<file path="config.mk">
export PLATFORM = sky130hd
export DESIGN_NAME = booth_mult_param
export DESIGN_NICKNAME = d
export VERILOG_FILES = /design/src/rtl/booth_pkg.sv /design/src/rtl/booth_mult_ctrl.sv /design/src/rtl/booth_mult_param.sv
export SDC_FILE = /design/constraint.sdc
export NUM_CORES = 1
export LEC_CHECK = 0
export BUFFER_PORTS_ARGS = -buffer_cell sky130_fd_sc_hd__buf_2
export CORE_ASPECT_RATIO = 0.8
export CORE_MARGIN = 3
export CORE_UTILIZATION = 45
export DETAILED_ROUTE_END_ITERATION = 12
export PLACE_DENSITY = 0.72
export SETUP_SLACK_MARGIN = 0.02
export SYNTH_ARGS = -nofsm -noshare
export SYNTH_HDL_FRONTEND = slang
export SYNTH_SLANG_ARGS = --single-unit
</file>
<file path="constraint.sdc">
create_clock -name clk -period 3.7 [get_ports clk]
set_clock_uncertainty 0.05 [all_clocks]
set_input_delay 0.74 -clock clk [delete_from_list [all_inputs] [get_ports clk]]
set_output_delay 0.74 -clock clk [all_outputs]
set_load 0.01 [all_outputs]
</file>
<file path="src/rtl/booth_pkg.sv">
// Shared types for the Booth multiplier: FSM state encoding and the
// per-step add/subtract decision derived from {Q[0], q_m1}.
package booth_pkg;

  typedef enum logic [2:0] {
    IDLE,
    LOAD_Y,
    CALC,
    OUT_HI,
    OUT_LO
  } state_t;

  typedef enum logic [1:0] {
    NOP,
    ADD,
    SUB
  } booth_op_t;

  function automatic booth_op_t booth_decode(input logic [1:0] pair);
    case (pair)
      2'b01:   return ADD;
      2'b10:   return SUB;
      default: return NOP;
    endcase
  endfunction

endpackage

</file>
<file path="src/rtl/booth_mult_ctrl.sv">
// Sequencer for the Booth multiplier: state machine, step counter and the
// registered done/out_lo/busy flags.
module booth_mult_ctrl
  import booth_pkg::*;
#(
  parameter int W = 8
) (
  input  logic   clk,
  input  logic   rst,
  input  logic   start,
  input  logic   long_op,
  output state_t state,
  output logic   load_m,
  output logic   load_q,
  output logic   step,
  output logic   last_step,
  output logic   done,
  output logic   out_lo,
  output logic   busy
);

  localparam int CW = $clog2(W + 2);
  localparam logic [CW-1:0] STEPS = CW'(W);

  state_t          state_reg;
  logic [CW-1:0]   count_reg;
  logic            done_reg;
  logic            out_lo_reg;
  logic            busy_reg;

  assign state     = state_reg;
  assign load_m    = (state_reg == IDLE) && start;
  assign load_q    = (state_reg == LOAD_Y);
  assign step      = (state_reg == CALC);
  assign last_step = step && (count_reg == CW'(1));
  assign done      = done_reg;
  assign out_lo    = out_lo_reg;
  assign busy      = busy_reg;

  // Flags are updated on the transition into each state so they line up
  // exactly with the state they describe.
  always_ff @(posedge clk) begin
    if (rst) begin
      state_reg  <= IDLE;
      count_reg  <= '0;
      done_reg   <= 1'b0;
      out_lo_reg <= 1'b0;
      busy_reg   <= 1'b0;
    end else begin
      case (state_reg)
        IDLE: begin
          if (start) begin
            state_reg <= LOAD_Y;
            busy_reg  <= 1'b1;
          end
        end
        LOAD_Y: begin
          count_reg <= STEPS + {{(CW-1){1'b0}}, long_op};
          state_reg <= CALC;
        end
        CALC: begin
          count_reg <= count_reg - CW'(1);
          if (count_reg == CW'(1)) begin
            state_reg <= OUT_HI;
            done_reg  <= 1'b1;
          end
        end
        OUT_HI: begin
          state_reg  <= OUT_LO;
          out_lo_reg <= 1'b1;
        end
        OUT_LO: begin
          state_reg  <= IDLE;
          done_reg   <= 1'b0;
          out_lo_reg <= 1'b0;
          busy_reg   <= 1'b0;
        end
        default: begin
          state_reg  <= IDLE;
          done_reg   <= 1'b0;
          out_lo_reg <= 1'b0;
          busy_reg   <= 1'b0;
        end
      endcase
    end
  end

endmodule

</file>
<file path="src/rtl/booth_mult_param.sv">
// Radix-2 Booth multiplier, W-bit operands in, 2W-bit product out as two words.
// Define BOOTH_UNSIGNED_EN to add the is_signed port for unsigned operation.
module booth_mult_param
  import booth_pkg::*;
#(
  parameter int W = 8
) (
  input  logic         clk,
  input  logic         rst,
  input  logic         start,
  input  logic [W-1:0] inbus,
`ifdef BOOTH_UNSIGNED_EN
  input  logic         is_signed,
`endif
  output logic [W-1:0] outbus,
  output logic         done,
  output logic         out_lo,
  output logic         busy
);

  state_t    state;
  logic      load_m, load_q, step, last_step;
  logic      unsigned_now;
  logic      unsigned_op;

  logic [W:0]   a_reg, m_reg, q_reg;
  logic         qm1_reg;
  logic [W-1:0] outbus_reg;

  booth_op_t    op;
  logic [W:0]   sum;
  logic [W:0]   a_shift, q_shift;
  logic [W-1:0] hi_shift, lo_now;

  function automatic logic [W:0] extend(input logic [W-1:0] v, input logic zero_ext);
    return {(zero_ext ? 1'b0 : v[W-1]), v};
  endfunction

`ifdef BOOTH_UNSIGNED_EN
  logic unsigned_reg;
  assign unsigned_now = ~is_signed;
  assign unsigned_op  = unsigned_reg;

  always_ff @(posedge clk) begin
    if (rst) begin
      unsigned_reg <= 1'b0;
    end else if (load_m) begin
      unsigned_reg <= ~is_signed;
    end
  end
`else
  assign unsigned_now = 1'b0;
  assign unsigned_op  = 1'b0;
`endif

  booth_mult_ctrl #(.W(W)) u_ctrl (
    .clk       (clk),
    .rst       (rst),
    .start     (start),
    .long_op   (unsigned_op),
    .state     (state),
    .load_m    (load_m),
    .load_q    (load_q),
    .step      (step),
    .last_step (last_step),
    .done      (done),
    .out_lo    (out_lo),
    .busy      (busy)
  );

  assign op = booth_decode({q_reg[0], qm1_reg});

  always_comb begin
    sum = a_reg;
    case (op)
      ADD:     sum = a_reg + m_reg;
      SUB:     sum = a_reg - m_reg;
      default: sum = a_reg;
    endcase
  end

  assign a_shift = {sum[W], sum[W:1]};
  assign q_shift = {sum[0], q_reg[W:1]};

  // Unsigned runs one extra step, so the product sits one bit further down
  // in {A,Q}; signed mode leaves the unconsumed sign copy in Q[0].
  assign hi_shift = unsigned_op ? {a_shift[W-2:0], q_shift[W]} : a_shift[W-1:0];
  assign lo_now   = unsigned_op ? q_reg[W-1:0] : q_reg[W:1];

  always_ff @(posedge clk) begin
    if (rst) begin
      a_reg      <= '0;
      m_reg      <= '0;
      q_reg      <= '0;
      qm1_reg    <= 1'b0;
      outbus_reg <= '0;
    end else begin
      if (load_m) begin
        m_reg <= extend(inbus, unsigned_now);
      end
      if (load_q) begin
        q_reg   <= extend(inbus, unsigned_op);
        a_reg   <= '0;
        qm1_reg <= 1'b0;
      end
      if (step) begin
        a_reg   <= a_shift;
        q_reg   <= q_shift;
        qm1_reg <= q_reg[0];
      end
      if (last_step) begin
        outbus_reg <= hi_shift;
      end else if (state == OUT_HI) begin
        outbus_reg <= lo_now;
      end else begin
        outbus_reg <= '0;
      end
    end
  end

  assign outbus = outbus_reg;

endmodule

</file>
Word level (Yosys, flattened, before mapping)
Cells that the tools add are included.

Flip-flop bits (word level): 45. Output and inout port bits: 11. Logic and storage cells: 54.

Add/sub/neg operators: 3. Equal/unequal tests: 10. Multiplexer cells: 19. Bitwise operators: 2. Reduce and logical (&&, ||, !) cells: 10.

Operator list (count): $mux 9 (4); $pmux 9 s2 (1); $mux 8 (2); $pmux 3 s4 (1); $add 9x9->9 (1); $reduce_or 3->1 (3); $sub 9x9->9 (1); $pmux 4 s2 (1); $eq 3x2->1 const B (2); $mux 3 (2); $pmux 1 s2 (3); $reduce_and 2->1 (3); $eq 2x1->1 const B (2); $eq 2x2->1 const B (2); $eq 4x1->1 const B (1); $mux 1 (4); $ne 2x2->1 const B (2); $pmux 2 s2 (1); $sub 4x1->4 const B (1); $eq 3x1->1 const B (1); $logic_not 3->1 (1); $logic_and 1x1->1 (2); $not 1->1 (2); $reduce_bool 2->1 (1).

Logic depth before layout (Yosys ltp)
Gate-level depths: netlist (run 1).

Word-level depth: 5. Mapped depth: 12.

Hierarchy
A second synthesis (run 1) with hierarchy kept.

Cell total of the unflattened synthesis: 283. Area total of the unflattened synthesis: 2383.5 um2.

Modules (own cells, without submodules): booth_mult_param (times used 1, cells each 233, area each 1919.3 um2, sequential area each 680.7 um2); booth_mult_ctrl (times used 1, cells each 50, area each 464.2 um2, sequential area each 200.2 um2).

Worst setup path before layout (run 1)
No wires, ideal clock.

Path type: reg-to-reg. From: reg q_reg[0]. To: reg a_reg[6]. Data arrival time: 2632 ps. Path slack: 939 ps. Stages on the path, launching flop included: 12. Buffers on the path: 1. Period minus slack after synthesis: 2761 ps. Path through: dfxtp_1 > ha_1 > clkbuf_1 > mux2_2 > inv_1 > ha_1 > nor2b_4 > o21ai_2 > a21oi_2 > o41a_1 > or4_1 > o211ai_1.

Cells in the longest elaborated chain, start to end: 5. Elaborated cells on any way between the ends: 7. Classes of those cells: eq/ne (4); mux (3).

RTL lines: start, declared (RTL line booth_mult_param.sv:26) `logic [W:0] a_reg, m_reg, q_reg;`; start signal, assigned (RTL line booth_mult_param.sv:102) `q_reg <= extend(inbus, unsigned_op);`; start signal, assigned (RTL line booth_mult_param.sv:108) `q_reg <= q_shift;`; $eq 2x2->1 or $eq 2x1->1 (tied branches) (RTL line booth_pkg.sv:20) `case (pair)`; $pmux 2 s2 (*) (RTL line booth_pkg.sv:20); $eq 2x2->1 or $eq 2x1->1 (tied branches) (RTL line booth_mult_param.sv:75) `case (op)`; $pmux 9 s2 (*) (RTL line booth_mult_param.sv:75); $mux 9 (*) (RTL line booth_mult_param.sv:106) `if (step) begin`; end signal, assigned (RTL line booth_mult_param.sv:107) `a_reg <= a_shift;`; end, declared (RTL line booth_mult_param.sv:26).

Mark *: on every way between the ends. The rest lies on a longest branch, timed or not. A chain may end at the register's enable or synchronous reset.

Worst setup path in the final report (run 1)
Same ends and word-level chain as after synthesis.

==> results of run 1 <==
[routing by layer]
layer | global-route usage | part of all wire | vias up | wire (µm)
met1 | 0.262 | 0.49 | 880 | 2560
met4 | 0.0369 | 0.0027 | 0 | 14
li1 | - | - | 1000 | -
met3 | 0.0760 | 0.082 | 2 | 425
met2 | 0.266 | 0.42 | 51 | 2180
met5 | 0 | 0 | - | 0
[critical path, stage by stage, from the launching register on]
cell and delay, ps:
dfxtp_1 370, ha_1 330, mux2_2 410, inv_1 70
ha_1 210, nor2b_4 120, o21ai_2 150, a21oi_2 90
o41a_1 420, or4_1 480, o211ai_1 90
[logic make-up after synthesis]
| group | Yosys count |
|---|---|
| xor gates and xnor gates | 14 |
| muxes | 4 |
| and+or+nand+nor | 109 |
| buffers and inverters | 24 |
| AOI/OAI and AO/OA | 71 |
| adders and majority gates | 13 |
| DFF | 44 |
[cell type report]
| cell class | count | area [µm²] | area share |
|---|---|---|---|
| multi-input cells | 211 | 1290 | 0.518 |
| repair buffers | 22 | 113 | 0.0452 |
| clock buffers | 8 | 90.1 | 0.0362 |
| flip-flops and latches | 44 | 881 | 0.354 |
| well taps | 60 | 75.1 | 0.0302 |
| inverters | 11 | 41.3 | 0.0166 |
[power breakdown]
group	leakage [nW]	switching, mW	total, mW	internal [mW]
Sequential	0.358	0.0286	0.526	0.497
Combinational	0.581	0.159	0.274	0.115
Clock	0.0455	0.159	0.311	0.152
Total	0.984	0.346	1.11	0.765
[path summary, 6_finish.rpt]
kind              end
max          a_reg[6]
min reg2reg  q_reg[2]
max reg2reg  a_reg[6]
min          q_reg[2]
[cells in the mapped netlist, types with 2 or more instances]
master     n  share of area
nand2_1   43          0.071
o211ai_1   2         0.0066
o21ai_0    8          0.018
a22oi_1   13          0.043
buf_6      3          0.015
buf_2      3         0.0066
a22o_1     4          0.015
mux2i_1    3          0.013
xor2_1     5          0.019
nor2_1    32          0.053
nor3_1    13          0.028
dfxtp_1   44           0.39
a21oi_1   29          0.063
nand3_1    2         0.0044
a32oi_1    2         0.0077
inv_1     11          0.018
xnor2_1    9          0.034
clkbuf_1   7          0.011
ha_1      12          0.066
a31oi_1    4          0.011
nand2b_1   5          0.014
==> impl_metrics.toml, run 1 <==
[hold_path]
hp-start = "q_reg[2]"
min_path_type = "flop to flop"
whs_path_depth = 2

[drt]
drtPass1Iterations = 4
routed_wl_mm = 5.18
drc = 0
avgViaCountPerCell = 5.43
num_vias = 1933
drt_iter0_markers = 118
wl_per_cell_um = 14.5
antenna_left = 0

[floorplanning]
rows = 22
core_um2 = 4730
dieArea_um2 = 5980
die_h_um = 69.8
initial_core_util = 0.483
boundaryPins = 22
die_x_um = 85.7

[critical_path]
critPathKind = "flop to flop"
cp-start-kind = "flop"
endpoint_kind = "flop"
cp.required_ps = 3870
r2r_cells = 10
regToRegSetupSlack_ps = 840
cp.arrival_ps = 3030
critPathMaxFanout = 8
r2r-start = "q_reg[0]"
crit_start = "q_reg[0]"

[status]
status = "finished, final reports clean"

[yosys]
synth-compound-area-share = 0.195
synth_flop_cell = "dfxtp_1"
synthSimpleGateAreaFrac = 0.223
synth-adder-area-share = 0.0744
ys_async_sr_fraction = 0
synth_area_um2 = 2290
synthMuxAreaShare = 0.0181
ys_seq_area_frac = 0.385
syn_inst = 279
syn-num-nets = 303
synth-xor-area-share = 0.0536
syn_avg_cell_area_um2 = 8.20
synth_edf_count = 0
yosysUniqueCellTypes = 46
synth_seq_cells = 44
ys_warn_count = 0
synth_top_family_by_area = "simple AND/OR/NAND/NOR gates"

[cells_and_area]
final_common_cell = "dfxtp_1"
largest_reg_flops = 9
nets = 319
stdcell_area_um2 = 2490
diodes = 0
drive_above_1_share = 0.122
final_cells = 356
postLayoutCoreUtil = 0.526
fillerInstances = 477
areaGrowthSynthToFinish_pct = 8.86
layout_common_cells = "dfxtp_1, nand2_1, nor2_1"

[cts]
insertion_delay_ps = 300
h-tree-depth = 2
cts_buffers = 5
hold_buffers = 0
cts_sinks = 44
post_cts_buffers = 0
clkTransAtPathRegs_ps = 80
clk_path_buf_depth = 2
cts_root_buffer = "clkbuf_8"
cts_resized = 0
cts_tree = "yes"

[timing]
setup_viol = 0
grt_setup_unrepaired = "no"
drv_slew = 0
setup_ws_ps = 840
slew_headroom = 0.273
max_freq_ghz = 0.350
tightest_slew_ps = 1090
min_period_ps = 2860
hold_viol = 0
hold_slack_ps = 433
tns_ps = 0
post-route-period-util = 0.773

[power]
power.density_nw_per_um2 = 446
ir_drop_v = 0.000227
cellLeakagePower_nw = 0.984
power_mw = 1.11

[placement]
gp_congestion = 0.816
port_buffers = 21
hpwl_mm = 3.86
dpl_cell_area_um2 = 2400
placed_cells = 348
pre_cts_ws_ps = 851

[grt]
grt_remaining_overflow = 0
grt_max_degree = 43
grtUsageTotal = 0.186
grt_pass1_vias = 1831
antenna_found_initial = 0
grt_pass1_wl_mm = 8.83

[job]
drv_cap = 0
Note: power is estimated with default switching activity, not from simulation.
==> run 2, diff against run 1 <==
--- a/config.mk
+++ b/config.mk
@@ -5,12 +5,13 @@
 export SDC_FILE = /design/constraint.sdc
 export NUM_CORES = 1
 export LEC_CHECK = 0
+export ABC_AREA = 1
 export BUFFER_PORTS_ARGS = -buffer_cell sky130_fd_sc_hd__buf_2
 export CORE_ASPECT_RATIO = 0.8
 export CORE_MARGIN = 3
 export CORE_UTILIZATION = 45
 export DETAILED_ROUTE_END_ITERATION = 12
-export PLACE_DENSITY = 0.72
+export PLACE_DENSITY = 0.75
 export SETUP_SLACK_MARGIN = 0.02
 export SYNTH_ARGS = -nofsm -noshare
 export SYNTH_HDL_FRONTEND = slang
==> constraint.sdc (replaced) <==
create_clock -name clk -period 2.39 [get_ports clk]
set_clock_uncertainty 0.05 [all_clocks]
set_input_delay 0.478 -clock clk [delete_from_list [all_inputs] [get_ports clk]]
set_output_delay 0.478 -clock clk [all_outputs]
set_load 0.01 [all_outputs]
==> run 2 against run 1 <==
Worst hold slack worse by 27 ps. Largest power group unchanged. Synthesized cell count grew 16%. Sequential power is 54% higher. Register-to-register slack worse by 820 ps.
==> impl_metrics.toml, run 2 <==
[critical_path]
cp.arrival_ps = 2560
cp-start-kind = "flop"
critPathMaxFanout = 4
endpoint_kind = "flop"
regToRegSetupSlack_ps = 20
cp.required_ps = 2580
critPathKind = "flop to flop"

[cts]
clkTransAtPathRegs_ps = 90
clk_path_buf_depth = 2
cts_root_buffer = "clkbuf_8"
cts_tree = "yes"
cts_sinks = 44
cts_buffers = 5
h-tree-depth = 2
insertion_delay_ps = 300

[yosys]
yosysTopAreaCell = "dfxtp_1"
synth.top_cells.by_area = "dfxtp_1, nand2_1, a21oi_1"
ys_seq_area_frac = 0.384
ys_async_sr_fraction = 0
synth_edf_count = 0
synth_common_cells = "nand2_1, dfxtp_1, inv_1, a21oi_1, o21ai_0"
synth_top_area_frac = 0.384
syn_avg_cell_area_um2 = 7.06
yosysUniqueCellTypes = 31
synth_flop_cell = "dfxtp_1"
synth_seq_cells = 44
synth_area_um2 = 2290
syn_inst = 325
syn-num-nets = 349
ys_warn_count = 0
synth.most_common_cell = "nand2_1"

[cells_and_area]
final_common_cell = "nand2_1"
layout_common_cells = "nand2_1, dfxtp_1, inv_1"
postLayoutCoreUtil = 0.625
nets = 387
drive_above_1_share = 0.305
diodes = 0
areaGrowthSynthToFinish_pct = 29.8
stdcell_area_um2 = 2980
final_cells = 424
largest_reg_flops = 9

[floorplanning]
initial_core_util = 0.482
die_h_um = 69.9
die_x_um = 85.8
boundaryPins = 22
rows = 22
core_um2 = 4760
dieArea_um2 = 5990

[timing]
setup_ws_ps = 20.4
hold_slack_ps = 406
min_period_ps = 2370
setup_viol = 0
tightest_slew_ps = 701
tns_ps = 0
hold_viol = 0
grt_setup_unrepaired = "yes"
drv_slew = 0
post-route-period-util = 0.991
slew_headroom = 0.529
max_freq_ghz = 0.422

[grt]
antenna_found_initial = 0
grt_pass1_vias = 2068
grt_max_degree = 27
grt_remaining_overflow = 0
grt_pass1_wl_mm = 9.72
grtUsageTotal = 0.202

[drt]
avgViaCountPerCell = 5.29
num_vias = 2243
antenna_left = 0
drc = 0
routed_wl_mm = 6.11
drtPass1Iterations = 4
drt_iter0_markers = 218
wl_per_cell_um = 14.4

[hold_path]
min_path_type = "input port to flop"

[placement]
dpl_cell_area_um2 = 2540
gp_congestion = 0.852
pre_cts_ws_ps = -134
placed_cells = 411
port_buffers = 21
hpwl_mm = 4.16

[power]
ir_drop_v = 0.000502
power.density_nw_per_um2 = 687
power_mw = 2.05
cellLeakagePower_nw = 1.23

[status]
status = "finished, final reports clean"

[job]
drv_cap = 0
-- run 2: cell type report --
type | count | area (µm²)
Fill cell | 405 | 1790
Multi-Input combinational cell | 226 | 1460
Sequential cell | 44 | 892
Timing Repair Buffer | 41 | 255
Inverter | 45 | 174
Clock buffer | 6 | 82.6
Tap cell | 60 | 75.1
Clock inverter | 2 | 38.8
-- run 2: where the power goes --
part           switching, mW  total, mW  leakage (nW)  internal [mW]
combinational          0.356      0.632         0.806          0.276
sequential            0.0387      0.809         0.361          0.770
clock                  0.263      0.605        0.0614          0.342
-- run 2: per-layer routing --
layer	GRT usage	vias up	wire length (µm)
met3	0.0389	10	358
met4	0.0527	0	70
li1	-	1129	-
met1	0.298	1030	2950
met5	0	-	0
met2	0.302	74	2720
-- run 2: final timing paths --
check                   start              end  cells past startpoint
setup / recovery     m_reg[0]        outbus[7]                     20
hold / removal            rst  u_ctrl.state[0]                      2
setup reg to reg     m_reg[0]        outbus[7]                     20
hold reg to reg   u_ctrl.done      u_ctrl.done                      1
-- run 2: worst max-delay path, cell delays in order, from the launching register on --
cell and delay [ps]:
dfxtp_4 370, inv_4 60, ha_4 120, inv_2 40, nor2_4 150, nand3_2 90
nand2_2 70, xor2_1 150, inv_1 90, ha_4 260, nand2_4 90, inv_2 40
a21oi_2 120, nand2_2 80, inv_2 50, nand2_2 50, nand3_2 80, nand2_2 50
nand2_2 90, nand2_2 50, a21oi_2 140
-- run 2: cell families (layout without fill, tap and decap cells) --
group                      after synthesis  in the layout  synth area share
adders and majority gates               13             13            0.0742
buffers and inverters                   55             94            0.0944
and+or+nand+nor                        132            132             0.243
AOI/OAI and AO/OA                       74             74             0.177
DFF                                     44             44             0.384
xor gates and xnor gates                 7              7            0.0267
-- run 2: timing repair --
item,CTS,global route
resized for setup,20,52
buffers inserted,1,4
pin swaps,4,26
hold buffers,0,0
endpoints found under the setup margin,12,14
